--- src/rtl/sal_bank_ctrl.sv ---
// Per-bank DDR2 command sequencer: opens/closes one bank's row and
// issues ACT/RD/WR/PRE under the bank's timing counters.
module sal_bank_ctrl #(
    parameter int BANK_ID    = 0,
    parameter int BA_WIDTH   = 3,
    parameter int ADDR_WIDTH = 14,
    parameter int COL_WIDTH  = 10,
    parameter int T_RCD      = 4,
    parameter int T_RP       = 4,
    parameter int T_RAS      = 12,
    parameter int T_RTP      = 2,
    parameter int T_WTP      = 9,
    parameter int T_CCD      = 2
) (
    input  logic                  clk,
    input  logic                  rst_n,
    input  logic                  req_valid,
    output logic                  req_ready,
    input  logic                  req_wr,
    input  logic [ADDR_WIDTH-1:0] req_row,
    input  logic [COL_WIDTH-1:0]  req_col,
    output logic                  cmd_valid,
    input  logic                  cmd_ready,
    output logic [1:0]            cmd_type,
    output logic [BA_WIDTH-1:0]   cmd_ba,
    output logic [ADDR_WIDTH-1:0] cmd_addr,
    input  logic                  ref_req,
    output logic                  ref_ack,
    output logic                  bank_open,
    output logic [ADDR_WIDTH-1:0] open_row
);

    typedef enum logic [1:0] {
        CMD_ACT = 2'd0,
        CMD_RD  = 2'd1,
        CMD_WR  = 2'd2,
        CMD_PRE = 2'd3
    } cmd_e;

    typedef enum logic {
        ST_CLOSED = 1'b0,
        ST_OPEN   = 1'b1
    } state_e;

    localparam logic [5:0] RCD_L = 6'(T_RCD - 1);
    localparam logic [5:0] RP_L  = 6'(T_RP - 1);
    localparam logic [5:0] RAS_L = 6'(T_RAS - 1);
    localparam logic [5:0] RTP_L = 6'(T_RTP - 1);
    localparam logic [5:0] WTP_L = 6'(T_WTP - 1);
    localparam logic [5:0] CCD_L = 6'(T_CCD - 1);

    function automatic logic [5:0] dec(input logic [5:0] v);
        return (v == 6'd0) ? 6'd0 : v - 6'd1;
    endfunction

    function automatic logic [5:0] max6(input logic [5:0] a,
                                        input logic [5:0] b);
        return (a > b) ? a : b;
    endfunction

    state_e                state_q, state_d;
    logic [ADDR_WIDTH-1:0] row_q, row_d;
    logic                  pv_q, pv_d;
    logic                  pwr_q, pwr_d;
    logic [ADDR_WIDTH-1:0] prow_q, prow_d;
    logic [COL_WIDTH-1:0]  pcol_q, pcol_d;
    logic [5:0]            rcd_q, rcd_d;
    logic [5:0]            rp_q, rp_d;
    logic [5:0]            ras_q, ras_d;
    logic [5:0]            pre_q, pre_d;
    logic [5:0]            ccd_q, ccd_d;
    logic                  hold_q, hold_d;
    cmd_e                  htype_q, htype_d;

    logic hit_ok, pre_ok, act_ok, fire;
    cmd_e cmd_t;

    assign hit_ok = (state_q == ST_OPEN) && pv_q && (prow_q == row_q)
                    && (rcd_q == 6'd0) && (ccd_q == 6'd0);
    assign pre_ok = (state_q == ST_OPEN)
                    && (ref_req || (pv_q && (prow_q != row_q)))
                    && (ras_q == 6'd0) && (pre_q == 6'd0);
    assign act_ok = (state_q == ST_CLOSED) && pv_q && !ref_req
                    && (rp_q == 6'd0);

    // An offered command is frozen until taken; only refresh may pull an ACT.
    always_comb begin
        cmd_valid = 1'b0;
        cmd_t     = CMD_ACT;
        if (hold_q && !(htype_q == CMD_ACT && ref_req)) begin
            cmd_valid = 1'b1;
            cmd_t     = htype_q;
        end else if (hit_ok) begin
            cmd_valid = 1'b1;
            cmd_t     = pwr_q ? CMD_WR : CMD_RD;
        end else if (pre_ok) begin
            cmd_valid = 1'b1;
            cmd_t     = CMD_PRE;
        end else if (act_ok) begin
            cmd_valid = 1'b1;
            cmd_t     = CMD_ACT;
        end
    end

    always_comb begin
        cmd_addr = '0;
        if (cmd_valid) begin
            unique case (cmd_t)
                CMD_ACT: cmd_addr = prow_q;
                CMD_RD:  cmd_addr = ADDR_WIDTH'(pcol_q);
                CMD_WR:  cmd_addr = ADDR_WIDTH'(pcol_q);
                CMD_PRE: cmd_addr = '0;
            endcase
        end
    end

    assign fire      = cmd_valid && cmd_ready;
    assign cmd_type  = cmd_t;
    assign cmd_ba    = BA_WIDTH'(BANK_ID);
    assign req_ready = !pv_q && !ref_req;
    assign ref_ack   = (state_q == ST_CLOSED) && (rp_q == 6'd0);
    assign bank_open = (state_q == ST_OPEN);
    assign open_row  = row_q;

    always_comb begin
        state_d = state_q;
        row_d   = row_q;
        pv_d    = pv_q;
        pwr_d   = pwr_q;
        prow_d  = prow_q;
        pcol_d  = pcol_q;
        rcd_d   = dec(rcd_q);
        rp_d    = dec(rp_q);
        ras_d   = dec(ras_q);
        pre_d   = dec(pre_q);
        ccd_d   = dec(ccd_q);
        hold_d  = cmd_valid && !cmd_ready;
        htype_d = cmd_t;
        if (fire) begin
            unique case (cmd_t)
                CMD_ACT: begin
                    state_d = ST_OPEN;
                    row_d   = prow_q;
                    rcd_d   = RCD_L;
                    ras_d   = RAS_L;
                end
                CMD_RD: begin
                    pv_d  = 1'b0;
                    ccd_d = CCD_L;
                    pre_d = max6(dec(pre_q), RTP_L);
                end
                CMD_WR: begin
                    pv_d  = 1'b0;
                    ccd_d = CCD_L;
                    pre_d = max6(dec(pre_q), WTP_L);
                end
                CMD_PRE: begin
                    state_d = ST_CLOSED;
                    rp_d    = RP_L;
                end
            endcase
        end
        if (req_valid && req_ready) begin
            pv_d   = 1'b1;
            pwr_d  = req_wr;
            prow_d = req_row;
            pcol_d = req_col;
        end
    end

    always_ff @(posedge clk or negedge rst_n) begin
        if (!rst_n) begin
            state_q <= ST_CLOSED;
            row_q   <= '0;
            pv_q    <= 1'b0;
            pwr_q   <= 1'b0;
            prow_q  <= '0;
            pcol_q  <= '0;
            rcd_q   <= '0;
            rp_q    <= '0;
            ras_q   <= '0;
            pre_q   <= '0;
            ccd_q   <= '0;
            hold_q  <= 1'b0;
            htype_q <= CMD_ACT;
        end else begin
            state_q <= state_d;
            row_q   <= row_d;
            pv_q    <= pv_d;
            pwr_q   <= pwr_d;
            prow_q  <= prow_d;
            pcol_q  <= pcol_d;
            rcd_q   <= rcd_d;
            rp_q    <= rp_d;
            ras_q   <= ras_d;
            pre_q   <= pre_d;
            ccd_q   <= ccd_d;
            hold_q  <= hold_d;
            htype_q <= htype_d;
        end
    end

endmodule

--- config.mk ---
export PLATFORM = sky130hd
export DESIGN_NAME = sal_bank_ctrl
export DESIGN_NICKNAME = d
export VERILOG_FILES = /design/src/rtl/sal_bank_ctrl.sv
export SDC_FILE = /design/constraint.sdc
export NUM_CORES = 1
export LEC_CHECK = 0
export BUFFER_PORTS_ARGS = -buffer_cell sky130_fd_sc_hd__buf_2
export CAP_MARGIN = 20
export CORE_MARGIN = 2
export CORE_UTILIZATION = 50
export DETAILED_ROUTE_END_ITERATION = 10
export GPL_TIMING_DRIVEN = 0
export HOLD_SLACK_MARGIN = 0.05
export PLACE_DENSITY = 0.72
export SLEW_MARGIN = 5
export SYNTH_ARGS = -nofsm -noshare
export SYNTH_HDL_FRONTEND = slang
export SYNTH_SLANG_ARGS = --single-unit
--- constraint.sdc ---
create_clock -name clk -period 8.7 [get_ports clk]
set_input_delay 2.61 -clock clk [delete_from_list [all_inputs] [get_ports clk]]
set_output_delay 2.61 -clock clk [all_outputs]
set_load 0.1 [all_outputs]
**Word level (Yosys, flattened, before mapping)**

Cells that the tools add are included.

- $add $sub $neg: 5
- Magnitude comparators: 2
- Eq/ne operators: 5
- Muxes and demuxes: 31
- Bitwise gates (word level): 1
- Reductions and logical operators: 37

Operators by type and width:

| cell | count |
|---|---|
| 2-to-1 mux 6 bit | 16 |
| case mux 14 bit (3 select lines) | 1 |
| zero test 6 bit | 5 |
| subtractor 6 x 1 -> 6 bit, second input constant | 5 |
| logical AND 1 bit | 18 |
| == test 14 bit | 1 |
| 2-to-1 mux 14 bit | 1 |
| != test 14 bit | 1 |
| case mux 6 bit (2 select lines) | 1 |
| 2-to-1 mux 2 bit | 4 |
| 2-to-1 mux 1 bit | 7 |
| greater-than comparator 6 x 1 -> 1 bit, second input constant | 1 |
| greater-than comparator 6 x 4 -> 1 bit, second input constant | 1 |
| AND reduction 2 bit | 3 |
| nonzero test 2 bit | 3 |
| == test 2 bit, second input constant | 2 |
| zero test 1 bit | 4 |
| zero test 2 bit | 2 |
| == test 2 x 1 -> 1 bit, second input constant | 1 |
| case mux 1 bit (2 select lines) | 1 |
| OR reduction 2 bit | 1 |
| logical OR 1 bit | 1 |
| inverter 1 bit | 1 |

- Register bits after elaboration: 74
- Input port bits: 30
- Output and inout bits: 37
- Logic and storage cells: 94

**Longest topological paths before layout**

- Depth after elaboration: 14
- Gate-level depth with buffers: 14
- Gate-level depth less buffers: 13

**Worst setup path before layout**

No wires, ideal clock.

- Path type: input to output
- Start point: input ref_req
- End point: output cmd_addr[0]
- Arrival: 6,589 ps
- Slack: -499 ps
- Cell stages on the path: 10
- Buffers on the path: 1
- Cell sequence: nor2_1 > a2111o_4 > mux2i_1 > a22oi_1 > ha_1 > clkbuf_1 > nand2_1 > nor2_1 > a21oi_1 > nor2_1

- Cells in the longest elaborated chain, start to end: 11
- Elaborated cells between the ends (all ways): 24

RTL lines:

| element | line | RTL |
|---|---|---|
| start, declared | 27 | `input logic ref_req,` |
| logical OR 1 bit | 81 | `&& (ref_req \|\| (pv_q && (prow_q != row_q)))` |
| logical AND 1 bit | 81 |  |
| logical AND 1 bit (2 in series) | 82 | `&& (ras_q == 6'd0) && (pre_q == 6'd0);` |
| 2-to-1 mux 2 bit | 96 | `end else if (pre_ok) begin` |
| 2-to-1 mux 2 bit | 93 | `end else if (hit_ok) begin` |
| 2-to-1 mux 2 bit | 90 | `if (hold_q && !(htype_q == CMD_ACT && ref_req)) begin` |
| == test 2 bit / == test 2 x 1 -> 1 bit (equally long branches) | 108 | `unique case (cmd_t)` |
| OR reduction 2 bit (no line) | n/a |  |
| case mux 14 bit (3 select lines) | 108 |  |
| 2-to-1 mux 14 bit * | 107 | `if (cmd_valid) begin` |
| end, declared | 26 | `output logic [ADDR_WIDTH-1:0] cmd_addr,` |

Mark *: on every way between the ends. The rest lies on a longest branch, timed or not.

**Worst setup path in the final report**

- Start point: input ref_req
- End point: output cmd_addr[1]

Same word-level chain as after synthesis.

==> flow_summary.yaml <==
route:
  num_vias: 2969
  drtIter0Drc: 122
  wirelength_um: 8360
  drcViolationCount: 0
  via_per_inst: 5.39
  first_pass_iters: 4
  ant_nets: 0
  wl_per_cell_um: 15.2
synthesis:
  synthTopCellsByArea: "dfrtp_1, mux2_2, mux2_4"
  synth_top_family_by_area: "simple AND/OR/NAND/NOR gates"
  ys_types: 63
  yosys.area_share.adder: 0.0342
  synth_flop_cell: "dfrtp_1"
  synth_area_mm2: 0.00403
  synth-xor-area-share: 0.0457
  async_flop_share: 1.00
  seq_area_frac_synth: 0.460
  synth_top_area_cell: "dfrtp_1"
  syn_avg_cell_area_um2: 10.9
  synth_warnings: 0
  synth_edf_count: 0
  yosys-mux-area-fraction: 0.134
  synth_top_area_frac: 0.460
  ys_seq_elements: 74
  synth_cells: 368
  synthSimpleGateAreaFrac: 0.175
  synth_compound_area_frac: 0.107
critical_path:
  crit_path_cell_trace: "buf_2, inv_1, a2111o_4, mux2_2, o21a_1, ha_1, clkbuf_1, nand2_1, nor2_1, a21oi_1, nor2_4, buf_2"
  worstPathRequired_ns: 6.09
  regToRegStartpoint: "pre_q[0]"
  critPathKind: "primary input to output pin"
  critPathBufInv: 4
  crit_family: "buffers and inverters"
  rr_worst_depth: 13
  path_max_fanout: 10
  crit_arrival_ns: 5.51
  slowest_stage: "a2111o_4"
  reg2reg_to: "pre_q[1]"
  max_stage_delay_ns: 0.52
  cp_common_cell: "buf_2"
  cp-end-kind: "output pin"
  r2r_slack_ns: 4.97
  cp-start-kind: "primary input"
sta:
  tns_ns: 0
  whs_ns: 0.500
  finClkSkew_ns: 0.00701
  max_freq_mhz: 123
  rsz0062_at_grt: "false"
  maxSlewHeadroom: 0.573
  setup_viol: 0
  hold_viol: 0
  finalCritPeriodShare: 0.933
  drv_slew: 0
  tightest_slew_ns: 0.640
  period_needed_ns: 8.12
  fin_ws_ns: 0.579
final_layout:
  syn_to_final_growth_pct: 16.9
  drive_above_1_share: 0.345
  final_area_mm2: 0.00471
  antenna_cells: 0
  nNetsFinal: 486
  instances_no_fill: 551
grt:
  antenna_found_initial: 0
  grt_usage: 0.202
  grt_max_degree: 41
  grt_pass1_vias: 2932
  grt_pass1_wl_um: 13900
  grt_overflow: 0
floorplanning:
  rows: 32
  io_pins: 67
  die_h_um: 93.7
  start_util: 0.518
  die_x_um: 93.7
  die_area_mm2: 0.00879
  core_area_mm2: 0.00777
placed_design:
  dp.cells: 536
  port_buffers: 63
  dp_slack_ns: 0.607
  dp_hpwl_um: 6110
  placed_area_mm2: 0.00450
  place_congestion: 0.851
cts:
  cts_tree: "yes"
  htreeDepth: 3
  cts_resized: 0
  root_buffer: "clkbuf_8"
  post-cts-setup-buffers: 0
  clockBufferDepth: 2
  cts_hold_buf: 0
  clock_latency_ns: 0.34
  cts.clk_slew.worst_paths_ns: 0.07
  cts.sinks: 74
  cts_made_buffers: 9
run:
  cap_violations: 0
power_and_ir_drop:
  irDropWorstVdd_mv: 0.173
  p_leak_nw: 2.16
  p_per_area_mw_per_mm2: 333
hold_path:
  min-delay-start: "rcd_q[0]"
  hold_path_end: "rcd_q[0]"
  whs_path_depth: 1
  hp-class: "flop to flop"
run_status:
  status: "finished, final reports clean"
[through the flow]
stage | power [mW] | utilization
after floorplan | 1.16 | -
after global placement | 1.27 | 0.577
after detailed placement | 1.30 | 0.580
after CTS | 1.58 | 0.606
after global routing | 1.67 | 0.606
final | 1.57 | 0.606
[final cells by class]
cell class | instances | area [µm²]
repair buffers | 64 | 338
fillers | 690 | 3060
plain buffers | 14 | 108
well taps | 102 | 128
flip-flops and latches | 74 | 1850
clock buffers | 13 | 169
clock inverters | 2 | 35.0
inverters | 18 | 67.6
multi-input cells | 264 | 2010
[worst max path at each step]
stage                  from          end  slack (ns)  cells after the start
floorplan           ref_req  cmd_addr[0]        0.05                     10
global placement    ref_req  cmd_addr[1]        0.62                     12
detailed placement  ref_req  cmd_addr[1]        0.61                     12
CTS                 ref_req  cmd_addr[1]        0.58                     12
global route        ref_req  cmd_addr[1]        0.44                     12
finish              ref_req  cmd_addr[1]        0.58                     12
[synthesized netlist by cell type, types with 2 or more instances]
library cell and instances:
a211oi_1 2, a21oi_1 24, a22o_1 2, a22oi_1 5
and2_1 2, and2b_2 2, and3_1 4, buf_4 3
buf_6 2, clkbuf_1 5, dfrtp_1 74, ha_1 11
inv_1 17, mux2_2 26, mux2_4 13, mux2i_1 5
nand2_1 29, nand2b_1 2, nand3_1 4, nand4_1 4
nand4b_1 2, nor2_1 31, nor2_4 10, nor2b_1 2
nor3_1 14, o21ai_0 7, o21bai_1 2, o22ai_1 6
o31ai_1 3, or4b_2 3, xnor2_1 19, xor2_1 2
[kinds of logic after synthesis]
kind of cell,after synthesis
AO/OA/AOI/OAI,63
adder cells (fa/ha/maj),11
buffers and inverters,32
other,1
XOR/XNOR,21
flip-flops,74
AND/OR/NAND/NOR,122
multiplexers,44
[where the power goes]
part | switching (mW) | total [mW] | internal (mW)
clock network | 0.119 | 0.274 | 0.154
logic | 0.426 | 0.684 | 0.257
registers | 0.129 | 0.608 | 0.479
total | 0.674 | 1.57 | 0.891
[sequential cells by signal, indices dropped and copies added (netlist names)]
| name | count |
|---|---|
| ras_q | 6 |
| hold_q | 1 |
| bank_open | 1 |
| htype_q | 2 |
| open_row | 14 |
| ccd_q | 6 |
| rcd_q | 6 |
| pre_q | 6 |
| rp_q | 6 |
| pwr_q | 1 |
| pv_q | 1 |
| pcol_q | 10 |
| prow_q | 14 |
[cells in the final DEF, fill, tap and decap left out, types with 5 or more instances in the layout]
cell	n
dfrtp_1	74
o22ai_1	6
xnor2_1	19
o21ai_0	7
a21oi_1	24
mux2_2	26
nand2_1	29
clkbuf_8	12
a22oi_1	5
inv_1	17
clkbuf_1	6
mux2i_1	5
nor2_4	10
ha_1	11
nor2_1	30
nor3_1	14
buf_2	63
mux2_4	13
[routing by layer]
layer / global-route usage / up-vias / share of wire
met3: 0.0385 / 10 / 0.035
met2: 0.338 / 48 / 0.48
li1: - / 1439 / -
met1: 0.273 / 1472 / 0.47
met5: 0 / - / 0
met4: 0.0507 / 0 / 0.011
Note: power is estimated with default switching activity, not from simulation.
